`config.mk`:
```
export PLATFORM = sky130hd
export DESIGN_NAME = uart_rx
export DESIGN_NICKNAME = d
export VERILOG_FILES = /design/src/rtl/uart_rx.sv
export SDC_FILE = /design/constraint.sdc
export NUM_CORES = 1
export LEC_CHECK = 0
export CAP_MARGIN = 5
export CORE_UTILIZATION = 45
export CTS_CLUSTER_DIAMETER = 80
export CTS_CLUSTER_SIZE = 25
export DETAILED_ROUTE_END_ITERATION = 6
export GPL_ROUTABILITY_DRIVEN = 0
export PLACE_DENSITY = 0.67
export SLEW_MARGIN = 10
export SYNTH_ARGS = -nofsm -noshare
export SYNTH_HDL_FRONTEND = slang
export SYNTH_SLANG_ARGS = --single-unit
```
`constraint.sdc`:
```
create_clock -name clk -period 2.2 [get_ports clk]
set_input_delay 0.44 -clock clk [delete_from_list [all_inputs] [get_ports clk]]
set_output_delay 0.44 -clock clk [all_outputs]
set_load 0.01 [all_outputs]
```
`src/rtl/uart_rx.sv`:
```
// UART receiver: two-flop input synchroniser, OVS-oversampled start/data/stop
// sampling at mid-bit, one-clock rx_done / frame_err pulses.
module uart_rx #(
    parameter int OVS       = 16,
    parameter int DATA_BITS = 8
) (
    input  logic                 clk,
    input  logic                 rst,
    input  logic                 baud_tick,
    input  logic                 rx_line,
    output logic [DATA_BITS-1:0] data_out,
    output logic                 rx_done,
    output logic                 frame_err,
    output logic                 busy
);

    localparam int CW = (OVS > 1) ? $clog2(OVS) : 1;
    localparam int BW = (DATA_BITS > 1) ? $clog2(DATA_BITS) : 1;
    localparam logic [CW-1:0] TICK_HALF = CW'(OVS / 2 - 1);
    localparam logic [CW-1:0] TICK_LAST = CW'(OVS - 1);
    localparam logic [BW-1:0] BIT_LAST  = BW'(DATA_BITS - 1);

    typedef enum logic [1:0] {
        IDLE  = 2'd0,
        START = 2'd1,
        DATA  = 2'd2,
        STOP  = 2'd3
    } state_t;

    state_t                 state_q, state_d;
    logic [CW-1:0]          tick_q, tick_d;
    logic [BW-1:0]          bit_q, bit_d;
    logic [DATA_BITS-1:0]   shift_q, shift_d;
    logic [DATA_BITS-1:0]   data_q, data_d;
    logic                   done_q, done_d;
    logic                   err_q, err_d;
    logic                   busy_q, busy_d;
    logic                   sync_meta_q;
    logic                   rx_s_q;
    logic                   stop_sample;

    // State register: everything, including the registered outputs.
    always_ff @(posedge clk) begin
        if (rst) begin
            state_q     <= IDLE;
            tick_q      <= '0;
            bit_q       <= '0;
            shift_q     <= '0;
            data_q      <= '0;
            done_q      <= 1'b0;
            err_q       <= 1'b0;
            busy_q      <= 1'b0;
            sync_meta_q <= 1'b1;
            rx_s_q      <= 1'b1;
        end else begin
            state_q     <= state_d;
            tick_q      <= tick_d;
            bit_q       <= bit_d;
            shift_q     <= shift_d;
            data_q      <= data_d;
            done_q      <= done_d;
            err_q       <= err_d;
            busy_q      <= busy_d;
            sync_meta_q <= rx_line;
            rx_s_q      <= sync_meta_q;
        end
    end

    // Next-state logic; nothing moves between baud ticks.
    always_comb begin
        state_d = state_q;
        tick_d  = tick_q;
        bit_d   = bit_q;
        shift_d = shift_q;
        if (baud_tick) begin
            unique case (state_q)
                IDLE: begin
                    if (!rx_s_q) begin
                        state_d = START;
                        tick_d  = '0;
                    end
                end
                START: begin
                    if (tick_q == TICK_HALF) begin
                        tick_d  = '0;
                        bit_d   = '0;
                        state_d = rx_s_q ? IDLE : DATA;
                    end else begin
                        tick_d = tick_q + CW'(1);
                    end
                end
                DATA: begin
                    if (tick_q == TICK_LAST) begin
                        tick_d  = '0;
                        shift_d = {rx_s_q, shift_q[DATA_BITS-1:1]};
                        if (bit_q == BIT_LAST) begin
                            state_d = STOP;
                        end else begin
                            bit_d = bit_q + BW'(1);
                        end
                    end else begin
                        tick_d = tick_q + CW'(1);
                    end
                end
                STOP: begin
                    if (tick_q == TICK_LAST) begin
                        tick_d  = '0;
                        state_d = IDLE;
                    end else begin
                        tick_d = tick_q + CW'(1);
                    end
                end
                default: state_d = IDLE;
            endcase
        end
    end

    assign stop_sample = baud_tick && (state_q == STOP) && (tick_q == TICK_LAST);

    // Output logic: pulses and data update are computed here and registered,
    // so busy drops in the same cycle rx_done/frame_err rises.
    always_comb begin
        data_d = data_q;
        done_d = 1'b0;
        err_d  = 1'b0;
        busy_d = (state_d != IDLE);
        if (stop_sample) begin
            if (rx_s_q) begin
                data_d = shift_q;
                done_d = 1'b1;
            end else begin
                err_d = 1'b1;
            end
        end
    end

    assign data_out  = data_q;
    assign rx_done   = done_q;
    assign frame_err = err_q;
    assign busy      = busy_q;

endmodule
```
==> results.yml <==
run_status:
  status: "completed"
global_routing:
  antenna_found_initial: 0
  grt-busiest-layer: "met2"
  use_met1_pct: 21.48
  grt_pass1_vias: 814
  met3_usage_pct: 5.833
  grtUsageMet2_pct: 24.70
  grt_pass1_wl_mm: 3.491
  grt_use_total_pct: 17.22
  grt_start_max_net_pins: 30
  overflow: 0
placed_design:
  dp_slack_ns: 0.2036
  dpl.hpwl_mm: 1.497
  portBuffers: 14
  dpl_cell_area_um2: 1410
sta:
  post-route-min-period_ns: 1.657
  worst_slack_ns: 0.5425
  tns_ns: 0
  setup_viol: 0
  fmaxAchievable_mhz: 603.3
  fin_worst_skew_ns: 0.01048
  worst_pin_slew_ns: 0.4498
  rsz0062_at_grt: "false"
  maxSlewViolCount: 0
  period_share_pct: 75.34
  hold_viol: 0
  maxSlewHeadroom_pct: 69.70
worst_setup_path:
  path_class: "flop to output pin"
  cp-startpoint: "data_out[4]"
  crit_chain: "clkdlybuf4s50_1"
  slowest_stage: "clkdlybuf4s50_1"
  crit_path_end: "data_out[4]"
  crit_fanout: 2
  ff2ff_path_depth: 5
  arrival_ns: 1.22
  reg2reg_slack_ns: 0.58
  max_stage_delay_ns: 0.54
  worst-path-stages: 1
  worstSetupEndpointType: "output pin"
  crit_family: "buffers and inverters"
  crit_buf_inv: 1
  r2r-start: "tick_q[0]"
  r2r-end: "data_out[1]"
  crit_required_ns: 1.76
  startpoint_type: "flop"
synthesis:
  synth_commonest_cells: "30 x dfxtp_1, 25 x nor2_1, 21 x mux2i_1"
  synth_edf_count: 0
  synthTopCellsByArea: "dfxtp_1 48%, mux2i_1 17%, nor2_1 7.5%, ha_1 3.0%, o21ai_0 2.0%"
  synth_compound_gate_area_share_pct: 7.952
  synth_mux_area_share_pct: 16.70
  synth_area_per_cell_um2: 9.682
  synth-seq-area-share_pct: 47.71
  synth.distinct_cells: 30
  synth_top_family_by_area: "simple AND/OR/NAND/NOR gates"
  synthCells: 130
  async_reset_ff_share_pct: 0
  synth_xor_area_share_pct: 0.6958
  ys.flop_type: "dfxtp_1"
  yosysMostFrequentCell: "dfxtp_1"
  yosysTopAreaCellShare_pct: 47.71
  synthAdderAreaFrac_pct: 2.982
  synth_nets: 137
  synth-simple-area-share_pct: 20.08
  ys.warnings.count: 0
  ys_ff_latch: 30
  yosys.area.top_type: "dfxtp_1"
  synthesis.area_um2: 1259
clock_tree:
  clock_path_buffers: 2
  clkSinkCount: 30
  holdBufCountCts: 0
  post_cts_buffers: 0
  cts-buffers-inserted: 5
  htree_levels: 2
  cts_resized: 0
  cts-root-buf: "clkbuf_4"
  tritoncts: "yes"
  clock_latency_ns: 0.33
  cts.clk_slew.worst_paths_ns: 0.10
routing:
  avgRoutedWirePerCell_um: 12.31
  postRouteAntennaNets: 0
  dr.pass1.iters: 3
  drtIter0Drc: 14
  num_vias: 949
  vias_per_cell: 5.392
  wl_mm: 2.166
  drc: 0
cells_and_area:
  multi_input_area_um2: 609.3
  finish.instance_area_um2: 1488
  drive_above_1_share_pct: 11.64
  fin_nets: 152
  regArea_um2: 600.6
  antenna_cells: 0
  fillers: 254
  fin_util_pct: 57.94
  area_growth_pct: 18.19
power:
  power.leakage_nw: 0.5377
  power.density_nw_per_um2: 668.7
  ir_worst_vdd_mv: 0.5172
die:
  die_w_um: 54.89
  start_util_pct: 49.03
  die_y_um: 54.89
  core_area_um2: 2567
  die-area_um2: 3012
  ios: 15
  rows: 18
flow_run:
  maxCapViolations: 0
hold_path:
  worstHoldPathType: "flop to flop"
[per-layer routing]
metal	vias to the layer above	wire, um
met5	-	0
met4	0	56
met3	8	69
met2	14	958
met1	450	1082
li1	477	-
[registers in the layout (all words and copies together), names as in the netlist]
| register | flops |
|---|---|
| rx_done | 1 |
| rx_s_q | 1 |
| bit_q | 3 |
| tick_q | 4 |
| state_q | 2 |
| shift_q | 8 |
| busy | 1 |
| sync_meta_q | 1 |
| data_out | 8 |
| frame_err | 1 |
[through the flow]
step                hold slack (ns)  power, mW  instances
floorplan                    0.3895     0.5760        130
global placement             0.3947     0.5877        168
detailed placement           0.3960     0.5886        168
CTS                          0.4176      1.008        176
global route                 0.4287      1.037        176
finish                       0.4147     0.9949        176
[layout make-up]
| class | instances | share of cell area (%) |
|---|---|---|
| multi-input cells | 89 | 40.96 |
| clock inverters | 3 | 2.691 |
| flip-flops and latches | 30 | 40.37 |
| clock buffers | 5 | 2.523 |
| repair buffers | 15 | 9.924 |
| inverters | 4 | 1.009 |
| well taps | 30 | 2.523 |
[kinds of logic after synthesis]
family                   Yosys count
adder cells (fa/ha/maj)            3
AO/OA/AOI/OAI                     15
XOR/XNOR                           1
flip-flops                        30
buffers and inverters             11
AND/OR/NAND/NOR                   49
multiplexers                      21
[layout by cell type (no fill, tap or decap), drive strengths merged, types with 2 or more instances in the layout]
cell type      netlist  routed
nand2b               2       2
ha                   3       3
nand2                5       5
nand3                4       4
a21oi                2       2
dfxtp               30      30
mux2i               21      21
clkinv               0       2
nor4                 2       2
or2                  3       3
nor2                27      27
a31oi                3       3
o21ai                6       6
inv                  4       4
clkbuf               3       5
clkdlybuf4s50        0      14
[worst min path at each step]
stage / from / slack [ns] / to / cells after the start
2_1_floorplan: sync_meta_q / 0.39 / rx_s_q / 1
5_1_grt: sync_meta_q / 0.43 / rx_s_q / 1
3_5_place_dp: sync_meta_q / 0.40 / rx_s_q / 1
6_report: sync_meta_q / 0.41 / rx_s_q / 1
3_3_place_gp: sync_meta_q / 0.39 / rx_s_q / 1
4_1_cts: sync_meta_q / 0.42 / rx_s_q / 1
[power breakdown]
group	switching [mW]	internal [mW]	leakage [nW]	total, mW
clock	0.184	0.235	0.0450	0.419
sequential	0.00386	0.546	0.242	0.550
combinational	0.0144	0.0111	0.251	0.0255
total	0.202	0.792	0.538	0.995
Note: power is estimated with default switching activity, not from simulation.
